<file path="config.mk">
export PLATFORM = sky130hd
export DESIGN_NAME = prog_loader
export DESIGN_NICKNAME = d
export VERILOG_FILES = /design/src/rtl/prog_loader_pkg.sv /design/src/rtl/prog_loader_timeout.sv /design/src/rtl/prog_loader.sv
export SDC_FILE = /design/constraint.sdc
export NUM_CORES = 1
export LEC_CHECK = 0
export BUFFER_PORTS_ARGS = -buffer_cell sky130_fd_sc_hd__buf_2
export CAP_MARGIN = 0
export CORE_UTILIZATION = 35
export DETAILED_ROUTE_END_ITERATION = 10
export PLACE_DENSITY = 0.61
export SYNTH_ARGS = -nofsm -noshare
export SYNTH_HDL_FRONTEND = slang
export SYNTH_SLANG_ARGS = --single-unit
</file>
<file path="constraint.sdc">
create_clock -name CLK -period 3.4 [get_ports CLK]
set_clock_uncertainty 0.05 [all_clocks]
set_input_delay 0.17 -clock CLK [delete_from_list [all_inputs] [get_ports CLK]]
set_output_delay 0.17 -clock CLK [all_outputs]
set_load 0.05 [all_outputs]
</file>
<file path="src/rtl/prog_loader_pkg.sv">
// prog_loader shared types and constants.
// Checksum support is selected with PROG_LOADER_CHKSUM_EN.
package prog_loader_pkg;

  typedef enum logic [2:0] {
    ST_IDLE,
    ST_LEN_HI,
    ST_LEN_LO,
    ST_B2,
    ST_B1,
    ST_B0,
    ST_CHK
  } state_e;

  localparam logic [7:0] SYNC_BYTE = 8'hA5;
  localparam int MAX_WORDS = 1024;
  localparam int ADDR_W    = 10;
  localparam int INSTR_W   = 18;
  localparam int CNT_W     = ADDR_W + 1;

  function automatic logic len_ok(input logic [CNT_W-1:0] n);
    return (n != '0) && (n <= CNT_W'(MAX_WORDS));
  endfunction

endpackage

</file>
<file path="src/rtl/prog_loader_timeout.sv">
// Inter-byte gap counter: reloads on each byte, counts down while
// enabled and flags expiry unless a byte lands in the expiry cycle.
module prog_loader_timeout #(
  parameter int unsigned CYCLES = 10_000_000
) (
  input  logic clk_i,
  input  logic rst_i,
  input  logic en_i,
  input  logic reload_i,
  output logic expire_o
);

  localparam int unsigned W = (CYCLES > 1) ? $clog2(CYCLES) : 1;
  localparam logic [W-1:0] LOAD = W'(CYCLES - 1);

  logic [W-1:0] cnt_q;
  logic [W-1:0] cnt_d;

  always_comb begin
    cnt_d = cnt_q;
    if (reload_i) begin
      cnt_d = LOAD;
    end else if (en_i && (cnt_q != '0)) begin
      cnt_d = cnt_q - W'(1);
    end
  end

  always_ff @(posedge clk_i or posedge rst_i) begin
    if (rst_i) begin
      cnt_q <= LOAD;
    end else begin
      cnt_q <= cnt_d;
    end
  end

  assign expire_o = en_i && !reload_i && (cnt_q == '0);

endmodule

</file>
<file path="src/rtl/prog_loader.sv">
// Serial program loader: frames UART bytes into 18-bit words.
// Define PROG_LOADER_CHKSUM_EN to require a trailing XOR checksum byte.
module prog_loader
  import prog_loader_pkg::*;
#(
  parameter int unsigned TIMEOUT_CYCLES = 10_000_000
) (
  input  logic               CLK,
  input  logic               RST,
  input  logic [7:0]         RX_DATA,
  input  logic               RX_VALID,
  output logic               PROG_WE,
  output logic [ADDR_W-1:0]  PROG_WADDR,
  output logic [INSTR_W-1:0] PROG_WDATA,
  output logic               MCU_HOLD,
  output logic               DONE,
  output logic               ERR
);

  state_e               state_q;
  logic [2:0]           len_hi_q;
  logic [CNT_W-1:0]     n_q;
  logic [CNT_W-1:0]     wcnt_q;
  logic [1:0]           b2_q;
  logic [7:0]           b1_q;
  logic                 we_q;
  logic [ADDR_W-1:0]    waddr_q;
  logic [INSTR_W-1:0]   wdata_q;
  logic                 hold_q;
  logic                 done_q;
  logic                 err_q;
`ifdef PROG_LOADER_CHKSUM_EN
  logic [7:0]           chk_q;
`endif

  logic                 expire;
  logic [CNT_W-1:0]     len_w;
  logic [CNT_W-1:0]     wnext;

  assign len_w = {len_hi_q, RX_DATA};
  assign wnext = wcnt_q + CNT_W'(1);

  prog_loader_timeout #(
    .CYCLES (TIMEOUT_CYCLES)
  ) u_timeout (
    .clk_i    (CLK),
    .rst_i    (RST),
    .en_i     (state_q != ST_IDLE),
    .reload_i (RX_VALID),
    .expire_o (expire)
  );

  always_ff @(posedge CLK or posedge RST) begin
    if (RST) begin
      state_q  <= ST_IDLE;
      len_hi_q <= '0;
      n_q      <= '0;
      wcnt_q   <= '0;
      b2_q     <= '0;
      b1_q     <= '0;
      we_q     <= 1'b0;
      waddr_q  <= '0;
      wdata_q  <= '0;
      hold_q   <= 1'b0;
      done_q   <= 1'b0;
      err_q    <= 1'b0;
`ifdef PROG_LOADER_CHKSUM_EN
      chk_q    <= '0;
`endif
    end else begin
      we_q   <= 1'b0;
      done_q <= 1'b0;
      if (expire) begin
        err_q   <= 1'b1;
        hold_q  <= 1'b0;
        state_q <= ST_IDLE;
      end else if (RX_VALID) begin
        unique case (state_q)
          ST_IDLE: begin
            if (RX_DATA == SYNC_BYTE) begin
              err_q   <= 1'b0;
              hold_q  <= 1'b1;
              wcnt_q  <= '0;
`ifdef PROG_LOADER_CHKSUM_EN
              chk_q   <= '0;
`endif
              state_q <= ST_LEN_HI;
            end
          end
          ST_LEN_HI: begin
            len_hi_q <= RX_DATA[2:0];
            state_q  <= ST_LEN_LO;
          end
          ST_LEN_LO: begin
            if (len_ok(len_w)) begin
              n_q     <= len_w;
              state_q <= ST_B2;
            end else begin
              err_q   <= 1'b1;
              hold_q  <= 1'b0;
              state_q <= ST_IDLE;
            end
          end
          ST_B2: begin
            b2_q    <= RX_DATA[1:0];
`ifdef PROG_LOADER_CHKSUM_EN
            chk_q   <= chk_q ^ RX_DATA;
`endif
            state_q <= ST_B1;
          end
          ST_B1: begin
            b1_q    <= RX_DATA;
`ifdef PROG_LOADER_CHKSUM_EN
            chk_q   <= chk_q ^ RX_DATA;
`endif
            state_q <= ST_B0;
          end
          ST_B0: begin
            we_q    <= 1'b1;
            waddr_q <= wcnt_q[ADDR_W-1:0];
            wdata_q <= {b2_q, b1_q, RX_DATA};
            wcnt_q  <= wnext;
`ifdef PROG_LOADER_CHKSUM_EN
            chk_q   <= chk_q ^ RX_DATA;
            state_q <= (wnext == n_q) ? ST_CHK : ST_B2;
`else
            if (wnext == n_q) begin
              done_q  <= 1'b1;
              hold_q  <= 1'b0;
              state_q <= ST_IDLE;
            end else begin
              state_q <= ST_B2;
            end
`endif
          end
`ifdef PROG_LOADER_CHKSUM_EN
          ST_CHK: begin
            if (RX_DATA == chk_q) begin
              done_q <= 1'b1;
            end else begin
              err_q  <= 1'b1;
            end
            hold_q  <= 1'b0;
            state_q <= ST_IDLE;
          end
`endif
          default: state_q <= ST_IDLE;
        endcase
      end
    end
  end

  assign PROG_WE    = we_q;
  assign PROG_WADDR = waddr_q;
  assign PROG_WDATA = wdata_q;
  assign MCU_HOLD   = hold_q;
  assign DONE       = done_q;
  assign ERR        = err_q;

endmodule
</file>
==> impl_metrics.json <==
{
  "drt-vias-per-instance": 5.05,
  "grt_pass1_vias": 3282,
  "dieArea_um2": 13600,
  "powerDensity_nw_per_um2": 801,
  "clock.fmax_mhz": 388,
  "die_x_um": 117,
  "path_max_fanout": 15,
  "design_area_um2": 5300,
  "cap_viol_max_count": 0,
  "postCtsSetupRepairBufs": 0,
  "startpoint_type": "flop",
  "gr-usage-all-layers_pct": 15.9,
  "hold_viol": 0,
  "dpl_worst_slack_ps": 824,
  "nNetsFinal": 516,
  "area_growth_pct": 15.1,
  "min_period_ps": 2580,
  "avgSynthCellArea_um2": 9.86,
  "synth_flop_cell": "dfrtp_1",
  "cts_buffers": 9,
  "drtPass1Iterations": 4,
  "post-route-period-util_pct": 75.9,
  "grt_pass1_wl_um": 16800,
  "clk_pin_slew_ps": 70,
  "crit_type": "reg2reg",
  "clock_latency_ps": 350,
  "cts_root_buf": "clkbuf_16",
  "finalSetupViolations": 0,
  "vias": 3431,
  "routed_wirelength_um": 9740,
  "htreeDepth": 3,
  "min_path_type": "in2reg",
  "dp_hpwl_um": 6660,
  "cp.required_ps": 3630,
  "core_area_um2": 12700,
  "synth.ff_latch_count": 94,
  "async_flop_share_pct": 100,
  "cts_tree": "built",
  "syn-num-nets": 481,
  "drt_iter0_drc": 254,
  "fillers": 1283,
  "rows": 41,
  "slew_headroom_pct": 38.3,
  "grt_max_degree": 39,
  "post_dp_cell_area_um2": 4980,
  "port_buffers": 42,
  "detail-route-antenna-nets": 0,
  "irDropWorstVdd_mv": 0.500,
  "finalPower_uw": 4250,
  "grt_antenna_before_repair": 0,
  "n_antenna_cell": 0,
  "start_util_pct": 36.2,
  "cts_resized": 0,
  "yosysWarningCount": 0,
  "drive_gt1_share_pct": 20.3,
  "avgRoutedWirePerCell_um": 14.3,
  "syn-cell-area_um2": 4610,
  "drc": 0,
  "worst_pin_slew_ps": 921,
  "fp.dieH_um": 117,
  "leakagePower_uw": 0.00244,
  "clock-sinks": 94,
  "rsz0062_at_grt": "no",
  "synth_edf_count": 0,
  "io_pins": 43,
  "overflow": 0,
  "drv_slew": 0,
  "arrival_ps": 2810,
  "clockBufferDepth": 2,
  "synthCells": 467,
  "endpoint_kind": "flop",
  "synth-seq-area-share_pct": 51.4,
  "run_status": "completed",
  "fin_ws_ps": 821,
  "final.setup.tns_ps": 0,
  "yosysUniqueCellTypes": 55,
  "gp_congestion": 0.777
}
[power by group]
group / switching, µW / internal [µW]
sequential: 278 / 1470
combinational: 946 / 509
clock: 464 / 586
[state kept, by name (all words and copies together) (netlist names)]
register / flops
u_timeout.cnt_q: 24
PROG_WDATA: 18
n_q: 11
wcnt_q: 11
PROG_WADDR: 10
b1_q: 8
len_hi_q: 3
state_q: 3
b2_q: 2
DONE: 1
ERR: 1
MCU_HOLD: 1
PROG_WE: 1
[cell families after synthesis]
logic type               synth area share [%]
AND/OR/NAND/NOR                          25.1
XOR/XNOR                                 6.46
AO/OA/AOI/OAI                            7.17
flip-flops                               51.4
buffers and inverters                    2.66
multiplexers                             6.30
adder cells (fa/ha/maj)                 0.815
[metal layers]
metal  GRT usage [%]  up-vias  wire, µm
li1                -     1678         -
met1            23.1     1680      4890
met2            23.3       62      4320
met3            3.74       11       413
met4            5.40        0       115
met5               0        -         0
[cell usage after synthesis (8+ instances only)]
library cell	instances	share of area (%)
nor3_1	12	1.3
mux2_1	10	2.4
nand3_1	10	1.1
a21oi_1	10	1.1
and3_1	8	1.1
clkbuf_1	22	1.8
o21ai_0	21	2.3
dfrtp_1	80	43
nand2_1	98	8.0
xor2_1	21	4.0
dfstp_2	14	8.0
nor2_1	33	2.7
nand4_1	10	1.4
nand2b_1	9	1.2
xnor2_1	13	2.5
mux2_2	14	3.4
[worst paths after layout]
path                       slack (ps)                start  cells after the start                 end
max                               820  u_timeout.cnt_q[18]                      6  u_timeout.cnt_q[1]
min                                30           RX_DATA[6]                      3       PROG_WDATA[6]
max reg2reg                       820  u_timeout.cnt_q[18]                      6  u_timeout.cnt_q[1]
min reg2reg                       420        PROG_WDATA[7]                      2       PROG_WDATA[7]
max in group asynchronous        2130                  RST                      4  u_timeout.cnt_q[3]
min in group asynchronous         330                  RST                      3             PROG_WE
[stage by stage]
stage	util (%)	std cells	hold slack, ps
floorplan	-	467	225
CTS	41.7	679	13.4
finish	41.7	679	30.8
global placement	39.2	662	165
global route	41.7	679	42.3
detailed placement	39.2	662	177
[timing repair]
| item | CTS | global route |
|---|---|---|
| hold endpoints to repair | 28 | 0 |
| hold buffers | 1 | 0 |
| endpoints found under the setup margin | 0 | 0 |
[worst max-delay path, stage by stage (launching register included)]
cell	delay (ps)
dfrtp_1	430
nor4_4	450
and4b_1	430
nand3_1	490
nand2_1	320
nor2_1	70
a211o_1	270
[area by class of cell]
cell class | instances | area (µm²) | area share (%)
multi-input cells | 341 | 2110 | 39.9
clock buffers | 9 | 225 | 4.25
well taps | 172 | 215 | 4.06
inverters | 7 | 27.5 | 0.519
repair buffers | 49 | 265 | 5.00
clock inverters | 7 | 85.1 | 1.60
flip-flops and latches | 94 | 2370 | 44.7
[layout by cell type, fill, tap and decap left out, drive strengths merged, types with 2 or more instances in the layout]
cell type,synthesis,routed
or4,6,6
o21bai,3,3
nor3,12,12
dfrtp,80,80
and4,3,3
nand4,10,10
a21oi,10,10
a31oi,3,3
a22oi,2,2
o21ai,22,22
nand4b,4,4
ha,3,3
mux2i,2,2
and2,6,6
nand2,98,98
or2,3,3
nand3,11,11
clkinv,0,3
or3,3,3
xnor2,13,13
buf,3,48
nand2b,9,9
dfstp,14,14
nand3b,3,3
mux2,24,24
inv,7,10
nor2,33,33
clkbuf,22,9
and4b,2,2
xor2,21,21
o31ai,6,6
nor4,6,6
and3,8,8
No activity file was read; power rests on OpenSTA's default activity.
